`config.mk`:
```
export PLATFORM = sky130hd
export DESIGN_NAME = sync_arith_arbiter
export DESIGN_NICKNAME = d
export VERILOG_FILES = /design/src/rtl/sync_arith_arbiter.sv
export SDC_FILE = /design/constraint.sdc
export NUM_CORES = 1
export LEC_CHECK = 0
export BUFFER_PORTS_ARGS = -buffer_cell sky130_fd_sc_hd__clkbuf_2
export CAP_MARGIN = 20
export CORE_ASPECT_RATIO = 1.5
export CORE_MARGIN = 4
export CORE_UTILIZATION = 40
export CTS_CLUSTER_DIAMETER = 100
export DETAILED_ROUTE_END_ITERATION = 10
export PLACE_DENSITY = 0.76
export SETUP_SLACK_MARGIN = 0.02
export SLEW_MARGIN = 20
export SYNTH_ARGS = -nofsm -noshare
export SYNTH_HDL_FRONTEND = slang
export SYNTH_SLANG_ARGS = --single-unit
```
`constraint.sdc`:
```
create_clock -name i_clk -period 2.01 [get_ports i_clk]
set_clock_uncertainty 0.1 [all_clocks]
set_input_delay 0 -clock i_clk [delete_from_list [all_inputs] [get_ports i_clk]]
set_output_delay 0 -clock i_clk [all_outputs]
set_load 0.02 [all_outputs]
```
`src/rtl/sync_arith_arbiter.sv`:
```
// Round-robin arbiter that feeds two requesters, one transaction at a time, into a
// shared fixed-latency arithmetic unit and returns the captured result to the winner.
module sync_arith_arbiter #(
  parameter int BITS    = 32,
  parameter int LATENCY = 1
) (
  input  logic            i_clk,
  input  logic            i_reset,
  input  logic            i_req_valid_0,
  input  logic            i_req_valid_1,
  output logic            o_req_ready_0,
  output logic            o_req_ready_1,
  input  logic [BITS-1:0] i_arg_A_0,
  input  logic [BITS-1:0] i_arg_B_0,
  input  logic [BITS-1:0] i_arg_A_1,
  input  logic [BITS-1:0] i_arg_B_1,
  input  logic [1:0]      i_op_0,
  input  logic [1:0]      i_op_1,
  output logic            o_rsp_valid_0,
  output logic            o_rsp_valid_1,
  input  logic            i_rsp_ready_0,
  input  logic            i_rsp_ready_1,
  output logic [BITS-1:0] o_rsp_result,
  output logic [3:0]      o_rsp_status,
  output logic [BITS-1:0] o_alu_arg_A,
  output logic [BITS-1:0] o_alu_arg_B,
  output logic [1:0]      o_alu_op,
  input  logic [BITS-1:0] i_alu_result,
  input  logic [3:0]      i_alu_status,
  output logic            o_busy,
  output logic            o_grant_id,
  output logic [15:0]     o_txn_count
);

  typedef enum logic [1:0] {IDLE, WAIT, RESP} state_t;

  localparam logic [3:0] LAT_LOAD = 4'(LATENCY);

  state_t          state_q, state_d;
  logic [3:0]      cnt_q, cnt_d;
  logic            prio_q, prio_d;
  logic            grant_q, grant_d;
  logic [BITS-1:0] alu_a_q, alu_a_d;
  logic [BITS-1:0] alu_b_q, alu_b_d;
  logic [1:0]      alu_op_q, alu_op_d;
  logic [BITS-1:0] res_q, res_d;
  logic [3:0]      st_q, st_d;
  logic [15:0]     txn_q, txn_d;

  logic win_0, win_1, idle_ok, accept, rsp_take;

  // prio_q names the requester favoured on a tie; a lone requester always wins.
  assign win_1   = i_req_valid_1 && (!i_req_valid_0 || prio_q);
  assign win_0   = i_req_valid_0 && !win_1;
  assign idle_ok = (state_q == IDLE) && i_reset;

  assign o_req_ready_0 = idle_ok && win_0;
  assign o_req_ready_1 = idle_ok && win_1;
  assign accept        = o_req_ready_0 || o_req_ready_1;
  assign rsp_take      = grant_q ? i_rsp_ready_1 : i_rsp_ready_0;

  always_comb begin
    state_d  = state_q;
    cnt_d    = cnt_q;
    prio_d   = prio_q;
    grant_d  = grant_q;
    alu_a_d  = alu_a_q;
    alu_b_d  = alu_b_q;
    alu_op_d = alu_op_q;
    res_d    = res_q;
    st_d     = st_q;
    txn_d    = txn_q;
    case (state_q)
      IDLE: begin
        if (accept) begin
          grant_d  = win_1;
          alu_a_d  = win_1 ? i_arg_A_1 : i_arg_A_0;
          alu_b_d  = win_1 ? i_arg_B_1 : i_arg_B_0;
          alu_op_d = win_1 ? i_op_1 : i_op_0;
          cnt_d    = LAT_LOAD;
          state_d  = WAIT;
        end
      end
      WAIT: begin
        cnt_d = cnt_q - 4'd1;
        // cnt_q == 1 marks the edge LATENCY cycles after the accept.
        if (cnt_q <= 4'd1) begin
          res_d   = i_alu_result;
          st_d    = i_alu_status;
          state_d = RESP;
        end
      end
      RESP: begin
        if (rsp_take) begin
          txn_d   = txn_q + 16'd1;
          prio_d  = ~grant_q;
          state_d = IDLE;
        end
      end
      default: state_d = IDLE;
    endcase
  end

  always_ff @(posedge i_clk) begin
    if (!i_reset) begin
      state_q  <= IDLE;
      cnt_q    <= '0;
      prio_q   <= 1'b0;
      grant_q  <= 1'b0;
      alu_a_q  <= '0;
      alu_b_q  <= '0;
      alu_op_q <= '0;
      res_q    <= '0;
      st_q     <= '0;
      txn_q    <= '0;
    end else begin
      state_q  <= state_d;
      cnt_q    <= cnt_d;
      prio_q   <= prio_d;
      grant_q  <= grant_d;
      alu_a_q  <= alu_a_d;
      alu_b_q  <= alu_b_d;
      alu_op_q <= alu_op_d;
      res_q    <= res_d;
      st_q     <= st_d;
      txn_q    <= txn_d;
    end
  end

  assign o_rsp_valid_0 = (state_q == RESP) && !grant_q;
  assign o_rsp_valid_1 = (state_q == RESP) && grant_q;
  assign o_rsp_result  = res_q;
  assign o_rsp_status  = st_q;
  assign o_alu_arg_A   = alu_a_q;
  assign o_alu_arg_B   = alu_b_q;
  assign o_alu_op      = alu_op_q;
  assign o_busy        = (state_q != IDLE);
  assign o_grant_id    = grant_q;
  assign o_txn_count   = txn_q;

endmodule

```
; ---- After elaboration in Yosys (flattened, before gate mapping)
; Index checks and enable logic that the tools add are counted.
[totals]
regBits = 126
in_bits = 174
out_inout_bits = 124
wordCells = 49
[op_classes]
addsub = 2
order_cmp = 1
n_eq_ne = 5
muxes = 10
n_bitwise = 1
n_reduce_logical = 20
[op_table]
columns = op, count
row1 = two-way mux 32 bit, 2
row2 = adder 16 x 1 -> 16 bit (second input constant), 1
row3 = two-way mux 2 bit, 4
row4 = one-hot mux 4 bit (2 select lines), 1
row5 = AND reduction 2 bit, 4
row6 = logical AND 1 bit, 7
row7 = != test 2 bit (second input constant), 3
row8 = one-hot mux 2 bit (3 select lines), 1
row9 = less-or-equal comparator 4 x 1 -> 1 bit (second input constant), 1
row10 = two-way mux 4 bit, 1
row11 = nonzero test 2 bit, 2
row12 = subtractor 4 x 1 -> 4 bit (second input constant), 1
row13 = logical NOT 1 bit, 3
row14 = AND reduction 3 bit, 1
row15 = equality test 2 x 1 -> 1 bit (second input constant), 1
row16 = equality test 2 bit (second input constant), 1
row17 = logical NOT 2 bit, 1
row18 = logical OR 1 bit, 2
row19 = two-way mux 1 bit, 1
row20 = NOT 1 bit, 1

; ---- Depth between registers and ports, before layout
; Gate-level depths: netlist of the first run.
[logic_depth]
word_depth = 9
ltp_mapped = 7

; ---- Least setup slack after synthesis of the first run
; OpenSTA, ideal clock, no wires.
[synth_timing]
path_kind = register to register
from = register txn_q[3] (netlist: o_txn_count[3])
to = register txn_q[15] (netlist: o_txn_count[15])
setup_time_ns = 0.070
t_arrival_ns = 1.903
required_time_ns = 1.840
setup_slack_ns = -0.063
stages_incl_launch_ff = 6
period_less_slack_ns = 2.073
path_cell_list = dfxtp_1 -> nand4_1 -> or4_1 -> buf_2 -> or4_1 -> a21oi_1
[synth_between]
elab_chain_cells = 1
[synth_lines]
columns = item, line_no
row1 = from (decl), 48  ; logic [15:0] txn_q, txn_d;
row2 = from (signal assigned), 126  ; txn_q <= txn_d;
row3 = adder 16 x 1 -> 16 bit, 95  ; txn_d = txn_q + 16'd1;
; No other way between the ends.
; A chain may end at the register's enable or synchronous reset.

; ---- Worst setup path in the final report of the first run
[layout_timing]
from = register state_q[1]
to = register alu_a_q[26] (netlist: o_alu_arg_A[26])
[layout_between]
elab_chain_cells = 5
elab_cells_between_ends = 6
classes_between = reduce/logical (6)
[layout_lines]
columns = item, line_no
row1 = from (decl), 39  ; state_t state_q, state_d;
row2 = from (signal assigned), 117  ; state_q <= state_d;
row3 = logical NOT 2 bit (*), "55, 73"
row4 = logical AND 1 bit, 55  ; assign idle_ok = (state_q == IDLE) && i_reset;
row5 = "logical AND 1 bit, on equally long branches", "57, 58"
row6 = logical OR 1 bit, 59  ; assign accept = o_req_ready_0 || o_req_ready_1;
row7 = AND reduction 2 bit (no source line) (*), -
row8 = to (signal assigned), 121  ; alu_a_q <= alu_a_d;
row9 = to (decl), 43  ; logic [BITS-1:0] alu_a_q, alu_a_d;
; Mark *: on every way between the ends. The rest lies on a longest branch, timed or not.

==> results of run 1 <==
## how the worst max path moves through the flow
stage / depth (start not counted) / start / to / slack (ns)
floorplan: 5 / state_q[1] / o_txn_count[15] / 0.04
global placement: 4 / state_q[0] / o_txn_count[15] / 0.1
detailed placement: 4 / state_q[0] / o_txn_count[15] / 0.09
CTS: 4 / state_q[0] / o_txn_count[15] / 0.08
global route: 6 / state_q[1] / o_alu_arg_A[4] / 0.04
finish: 6 / state_q[1] / o_alu_arg_A[26] / 0.1
## state kept, by name, summed over array words and instances, names as in the netlist
signal	cells
cnt_q	4
prio_q	1
o_alu_arg_B	32
state_q	2
o_rsp_status	4
o_alu_arg_A	32
o_grant_id	1
o_rsp_result	32
o_txn_count	16
o_alu_op	2
## cell type report
type	count	share of cell area
Timing Repair Buffer	498	0.376
Multi-Input combinational cell	410	0.270
Sequential cell	126	0.270
Clock buffer	18	0.0457
Tap cell	156	0.0208
Clock inverter	14	0.0143
Inverter	7	0.00293
Antenna cell	2	0.000533
## where the power goes
group / total (mW) / switching [mW] / leakage [nW] / internal, mW
Sequential: 2.86 / 0.140 / 1.03 / 2.72
Clock: 2.92 / 1.20 / 0.260 / 1.72
Combinational: 1.86 / 1.05 / 3.16 / 0.815
## layer usage
layer  up-vias  track usage  routed length, µm
met5         -            0                  0
met4         0        0.210               1570
met3       129        0.109               2400
met2       450        0.510              11400
met1      2947        0.306               7690
li1       3010            -                  -
## what timing repair did
action	4_1_cts	5_1_grt
hold buffers	172	0
setup endpoints to repair	0	40
endpoints found under the hold margin	106	0
gates resized for setup	0	2
## Yosys cell counts
cell type / instances / share of area
sky130_fd_sc_hd__a31oi_1: 1 / 0.0012
sky130_fd_sc_hd__and2_1: 1 / 0.0012
sky130_fd_sc_hd__o21a_1: 1 / 0.0014
sky130_fd_sc_hd__nor4_1: 2 / 0.0024
sky130_fd_sc_hd__nand4_1: 3 / 0.0036
sky130_fd_sc_hd__xor2_1: 1 / 0.0017
sky130_fd_sc_hd__nor3b_1: 3 / 0.0043
sky130_fd_sc_hd__o31ai_1: 2 / 0.0029
sky130_fd_sc_hd__nand2b_1: 2 / 0.0024
sky130_fd_sc_hd__and2b_1: 1 / 0.0014
sky130_fd_sc_hd__nand3b_1: 1 / 0.0014
sky130_fd_sc_hd__nor4_2: 1 / 0.0024
sky130_fd_sc_hd__xnor2_1: 8 / 0.013
sky130_fd_sc_hd__or2_2: 2 / 0.0024
sky130_fd_sc_hd__inv_1: 6 / 0.0043
sky130_fd_sc_hd__nor4b_1: 2 / 0.0034
sky130_fd_sc_hd__clkbuf_1: 31 / 0.022
sky130_fd_sc_hd__nor2b_1: 1 / 0.0012
sky130_fd_sc_hd__nand3_1: 3 / 0.0029
sky130_fd_sc_hd__buf_2: 3 / 0.0029
sky130_fd_sc_hd__nand4b_1: 1 / 0.0017
sky130_fd_sc_hd__or3_1: 4 / 0.0048
sky130_fd_sc_hd__and3_1: 2 / 0.0024
sky130_fd_sc_hd__nor3_1: 5 / 0.0048
sky130_fd_sc_hd__a31o_2: 1 / 0.0017
sky130_fd_sc_hd__a211oi_1: 68 / 0.098
sky130_fd_sc_hd__or4_1: 4 / 0.0058
sky130_fd_sc_hd__nor2_1: 83 / 0.060
sky130_fd_sc_hd__nand2_1: 79 / 0.057
sky130_fd_sc_hd__inv_2: 1 / 0.00072
sky130_fd_sc_hd__a21oi_1: 48 / 0.046
sky130_fd_sc_hd__ha_1: 3 / 0.0072
sky130_fd_sc_hd__buf_1: 10 / 0.0072
sky130_fd_sc_hd__dfxtp_1: 126 / 0.48
sky130_fd_sc_hd__mux2i_1: 68 / 0.13
sky130_fd_sc_hd__o21ai_0: 8 / 0.0077
sky130_fd_sc_hd__nand2b_4: 1 / 0.0026
## kinds of logic (layout without fill, tap and decap cells)
group                    after synthesis  count (layout)
other                                  0               2
multiplexers                          68              68
AO/OA/AOI/OAI                        129             129
XOR/XNOR                               9               9
AND/OR/NAND/NOR                      201             201
buffers and inverters                 51             537
flip-flops                           126             126
adder cells (fa/ha/maj)                3               3
## through the flow
stage / setup WS [ns] / total power, mW / util
2_1_floorplan: 0.0405 / 3.73 / -
3_3_place_gp: 0.0971 / 4.34 / 0.560
3_5_place_dp: 0.0920 / 4.37 / 0.560
4_1_cts: 0.0767 / 7.56 / 0.741
5_1_grt: 0.0384 / 7.94 / 0.742
6_report: 0.0989 / 7.64 / 0.742
## worst min-delay path, stage by stage
cell and delay (ns):
sky130_fd_sc_hd__clkbuf_2 0.14, sky130_fd_sc_hd__o21ai_0 0.18, sky130_fd_sc_hd__nand3_1 0.13, sky130_fd_sc_hd__a21oi_1 0.05
==> insert_results.sql, run 1 <==
INSERT INTO impl_metrics (metric_group, metric, value, unit) VALUES
('outcome', 'run_status', 'finished clean', ''),
('placement', 'port-buffer-count', '297', ''),
('logic_synthesis', 'combinational_family_with_the_most_area_after_synthesis', 'simple AND/OR/NAND/NOR gates', ''),
('route', 'wl_per_cell', '18.7', 'µm'),
('cts', 'path_clk_slew', '0.06', 'ns'),
('setup_path', 'timing.critical_path.buf_inv', '2', ''),
('run', 'maxCapViolCount', '0', ''),
('setup_path', 'rr_endpoint', 'o_alu_arg_A[26]', ''),
('setup_path', 'path_common_cell', 'sky130_fd_sc_hd__buf_4', ''),
('floorplan', 'placement_rows', '50', ''),
('power_and_ir_drop', 'power-per-cell-area', '814', 'nW/µm²'),
('setup_path', 'cells_along_the_critical_path', 'buf_4 -> nor3b_2 -> o21a_4 -> buf_4 -> nor2_1 -> a211oi_1', ''),
('setup_path', 'max_stage_delay', '0.34', 'ns'),
('logic_synthesis', 'synth_adder_area_share', '0.00719', ''),
('logic_synthesis', 'fraction_of_the_mapped_netlist_area_in_compound_gates', '0.159', ''),
('finish', 'drive_above_1_share', '0.347', ''),
('finish', 'finish.net_count', '1237', ''),
('finish', 'num-fill-cells', '785', ''),
('timing', 'worst_slew_pin_slew', '0.601', 'ns'),
('setup_path', 'r2r.worst_path.cells', '6', ''),
('setup_path', 'critical_path.max_fanout', '12', ''),
('floorplan', 'horizontal_die_dimension', '101', 'µm'),
('grt', 'grt_max_degree', '79', ''),
('grt', 'antenna_found_initial', '2', ''),
('cts', 'clkSinkCount', '126', ''),
('route', 'drc_errors', '0', ''),
('min_path', 'hold_path_class', 'in2reg', ''),
('timing', 'fin_crit_sh', '0.951', ''),
('finish', 'final_cell_area', '9380', 'µm²'),
('timing', 'final.min_clock_period', '1.91', 'ns'),
('logic_synthesis', 'synth_nets', '764', ''),
('finish', 'area_growth', '79.8', '%'),
('cts', 'clock_insertion_delay_worst_skew', '0.41', 'ns'),
('grt', 'first_global_vias', '6908', ''),
('logic_synthesis', 'count_of_distinct_cell_types_in_the_synthesized_netlist', '37', ''),
('cts', 'clock_tree_from_tritoncts', 'built', ''),
('setup_path', 'worst-endpoint-arrival', '2.09', 'ns'),
('route', 'drt_pre_antenna_iters', '4', ''),
('power_and_ir_drop', 'cellLeakagePower', '4.46', 'nW'),
('setup_path', 'r2r_slack', '0.1', 'ns'),
('timing', 'timing.hold.ws', '0.0320', 'ns'),
('grt', 'wire_length_of_the_first_global_routing_pass', '35500', 'µm'),
('grt', 'grt_overflow_total', '0', ''),
('setup_path', 'startpoint_type', 'flop', ''),
('route', 'vias', '6536', ''),
('route', 'route.antenna.remaining_nets', '0', ''),
('grt', 'global_route.usage.total', '0.303', ''),
('logic_synthesis', 'post_synth_mux_area_share', '0.130', ''),
('logic_synthesis', 'yosys_warnings', '0', ''),
('floorplan', 'die-height', '148', 'µm'),
('min_path', 'timing.hold.worst_endpoint', 'cnt_q[3]', ''),
('min_path', 'hold_depth', '4', ''),
('route', 'totalWireLength', '23000', 'µm'),
('floorplan', 'floorplan.io_pins', '298', ''),
('logic_synthesis', 'synth_sequential_area_ratio', '0.483', ''),
('min_path', 'hold_start', 'i_req_valid_1', ''),
('cts', 'cts-htree-levels', '4', ''),
('timing', 'grt_setup_unrepaired', 'true', ''),
('timing', 'finalHoldViolations', '0', ''),
('floorplan', 'initial_core_util', '0.413', ''),
('logic_synthesis', 'cell_area_after_technology_mapping', '5220', 'µm²'),
('logic_synthesis', 'syn-instance-count', '587', ''),
('finish', 'final_cell_count_no_fill', '1231', ''),
('setup_path', 'setup.worst_path.end_class', 'flop', ''),
('power_and_ir_drop', 'ir_worst_vdd', '0.465', 'mV'),
('logic_synthesis', 'synthesized_area_per_cell', '8.89', 'µm²'),
('finish', 'layout_common_cells', 'sky130_fd_sc_hd__clkbuf_2, sky130_fd_sc_hd__dlygate4sd3_1, sky130_fd_sc_hd__dfxtp_1, sky130_fd_sc_hd__nor2_1, sky130_fd_sc_hd__nand2_1', ''),
('cts', 'post-cts-setup-buffers', '0', ''),
('logic_synthesis', 'synth_simple_gate_area_share', '0.168', ''),
('timing', 'maxClockFrequency', '523', 'MHz'),
('cts', 'clock_tree.root_cell', 'sky130_fd_sc_hd__clkbuf_16', '');
Power figures use the tool's default switching activity.
==> inputs of run 2 (changes only) <==
- PLACE_DENSITY: 0.76 -> 0.78
==> insert_results.sql, run 2 (synthesized netlist as in run 1, its figures left out) <==
INSERT INTO impl_metrics (metric_group, metric, value, unit) VALUES
('finish', 'layout_commonest_cell', 'sky130_fd_sc_hd__clkbuf_2', ''),
('route', 'vias', '6719', ''),
('route', 'avgViaCountPerCell', '5.44', ''),
('finish', 'final_cell_area', '9550', 'µm²'),
('cts', 'cts-htree-levels', '4', ''),
('setup_path', 'rr_endpoint', 'o_alu_arg_A[27]', ''),
('grt', 'grt_max_degree', '53', ''),
('outcome', 'run_status', 'complete, but fails checks', ''),
('setup_path', 'slowest_cell_on_crit_path', 'sky130_fd_sc_hd__dlygate4sd3_1', ''),
('setup_path', 'worst-endpoint-arrival', '2.18', 'ns'),
('cts', 'clkSinkCount', '126', ''),
('timing', 'final.min_clock_period', '1.97', 'ns'),
('timing', 'timing.hold.ws', '-0.0165', 'ns'),
('setup_path', 'critical_path.reg2reg.startpoint', 'prio_q', ''),
('min_path', 'hold_depth', '3', ''),
('power_and_ir_drop', 'power-per-cell-area', '803', 'nW/µm²'),
('setup_path', 'max_stage_delay', '0.55', 'ns'),
('floorplan', 'horizontal_die_dimension', '101', 'µm'),
('placement', 'dp.final_hpwl', '12400', 'µm'),
('setup_path', 'r2r_slack', '0.05', 'ns'),
('setup_path', 'setup.worst_path.end_class', 'flop', ''),
('setup_path', 'timing.critical_path.buf_inv', '6', ''),
('grt', 'first_global_vias', '6903', ''),
('finish', 'finish.net_count', '1244', ''),
('finish', 'antenna_cells_inserted', '0', ''),
('placement', 'port-buffer-count', '297', ''),
('floorplan', 'initial_core_util', '0.413', ''),
('setup_path', 'wp_data_required', '2.22', 'ns'),
('placement', 'placed_cell_area', '7040', 'µm²'),
('finish', 'layout_common_cells', 'sky130_fd_sc_hd__clkbuf_2, sky130_fd_sc_hd__dlygate4sd3_1, sky130_fd_sc_hd__dfxtp_1, sky130_fd_sc_hd__nor2_1, sky130_fd_sc_hd__nand2_1', ''),
('timing', 'slew_viol_final', '0', ''),
('route', 'wl_per_cell', '20.1', 'µm'),
('route', 'drt-initial-drc-count', '293', ''),
('cts', 'numCtsBuffers', '17', ''),
('setup_path', 'startpoint_type', 'input port', ''),
('grt', 'antenna_found_initial', '0', ''),
('min_path', 'hold_path_class', 'in2reg', ''),
('outcome', 'violations_in_the_final_reports', 'negative hold slack', ''),
('setup_path', 'cells_along_the_critical_path', 'dlygate4sd3_1 -> buf_2 -> inv_2 -> o21ai_4 -> buf_12 -> buf_6 -> mux2i_1 -> dlygate4sd3_1 -> a211oi_1', ''),
('power_and_ir_drop', 'p_total', '7.67', 'mW'),
('setup_path', 'cp_top_family', 'buffers and inverters', ''),
('power_and_ir_drop', 'cellLeakagePower', '4.52', 'nW'),
('cts', 'clock_tree.root_cell', 'sky130_fd_sc_hd__clkbuf_16', ''),
('floorplan', 'floorplan.io_pins', '298', ''),
('power_and_ir_drop', 'ir_worst_vdd', '0.515', 'mV'),
('timing', 'final.setup.tns', '0', 'ns'),
('timing', 'finalHoldViolations', '1', ''),
('route', 'drc_errors', '0', ''),
('min_path', 'timing.hold.worst_endpoint', 'o_alu_arg_B[8]', ''),
('run', 'maxCapViolCount', '0', ''),
('setup_path', 'path_common_cell', 'sky130_fd_sc_hd__dlygate4sd3_1', ''),
('cts', 'clock_insertion_delay_worst_skew', '0.41', 'ns'),
('finish', 'area_growth', '83.1', '%'),
('cts', 'clock_tree_from_tritoncts', 'built', ''),
('setup_path', 'critical_path.max_fanout', '7', ''),
('grt', 'grt_overflow_total', '0', ''),
('floorplan', 'die-height', '148', 'µm'),
('route', 'totalWireLength', '24800', 'µm'),
('cts', 'path_clk_slew', '0.06', 'ns'),
('timing', 'maxClockFrequency', '507', 'MHz'),
('min_path', 'hold_start', 'i_arg_B_0[8]', ''),
('grt', 'wire_length_of_the_first_global_routing_pass', '35200', 'µm'),
('route', 'drt_pre_antenna_iters', '4', ''),
('setup_path', 'setup.worst_path.class', 'in2reg', ''),
('route', 'route.antenna.remaining_nets', '0', ''),
('grt', 'global_route.usage.total', '0.302', ''),
('setup_path', 'critical_path_cell_count', '9', ''),
('floorplan', 'floorplan.die_area', '15000', 'µm²'),
('timing', 'worst_slew_pin_slew', '0.505', 'ns'),
('finish', 'num-fill-cells', '760', ''),
('finish', 'drive_above_1_share', '0.371', ''),
('setup_path', 'r2r.worst_path.cells', '6', ''),
('cts', 'max-clock-path-buffers', '2', ''),
('timing', 'finalSetupViolations', '0', ''),
('floorplan', 'placement_rows', '50', ''),
('timing', 'fin_crit_sh', '0.982', ''),
('finish', 'finish.utilization', '0.756', ''),
('timing', 'slew_headroom', '0.663', ''),
('floorplan', 'placeableCoreArea', '12600', 'µm²'),
('placement', 'routabilityCongestion', '0.784', '');
run 2: worst max-delay path by stage:
stage	slack (ns)	from	to
floorplan	0.04	state_q[1]	o_txn_count[15]
global placement	0.15	o_grant_id	o_txn_count[15]
detailed placement	0.09	state_q[1]	o_alu_arg_A[30]
CTS	0.04	prio_q	o_alu_arg_B[26]
global route	-0.04	i_req_valid_0	o_alu_arg_A[25]
finish	0.04	i_req_valid_0	o_alu_arg_A[27]
run 2: worst reg2reg max path, cell delays in order (launching register included):
cell and delay [ns]:
sky130_fd_sc_hd__dfxtp_1 0.34, sky130_fd_sc_hd__o21ai_4 0.15, sky130_fd_sc_hd__buf_12 0.15, sky130_fd_sc_hd__buf_6 0.17
sky130_fd_sc_hd__mux2i_1 0.08, sky130_fd_sc_hd__dlygate4sd3_1 0.55, sky130_fd_sc_hd__a211oi_1 0.30
run 2: metal layers:
metal  wire length (µm)  GRT usage  vias to the layer above
met5                  0          0                        -
met4               1950      0.177                        0
met3               2510      0.106                      156
met2              12100      0.514                      473
met1               8250      0.313                     3068
li1                   -          -                     3022
run 2: report_power, final:
part / total (mW) / internal (mW) / leakage, nW / switching [mW]
Clock: 2.81 / 1.71 / 0.246 / 1.10
Combinational: 2.00 / 0.874 / 3.24 / 1.12
Sequential: 2.87 / 2.72 / 1.03 / 0.146
run 2: area by class of cell:
type	instances	area [µm²]	area share
timing repair buffer	505	3620	0.379
multi-input combinational	410	2640	0.276
sequential	126	2530	0.265
clock buffer	20	447	0.0468
tap	156	195	0.0204
clock inverter	10	93.8	0.00982
inverter	7	28.8	0.00301
run 2: repair_timing:
action | in CTS | in global routing
hold endpoints to repair | 105 | 5
gates resized for setup | 0 | 25
endpoints found under the setup margin | 0 | 52
buffers inserted | 0 | 6
hold buffers | 171 | 5
run 2: through the flow:
stage / setup WS (ns) / std cells
after floorplan: 0.0405 / 587
after global placement: 0.146 / 1023
after detailed placement: 0.0902 / 1023
after CTS: 0.0415 / 1224
after global routing: -0.0376 / 1234
final: 0.0357 / 1234
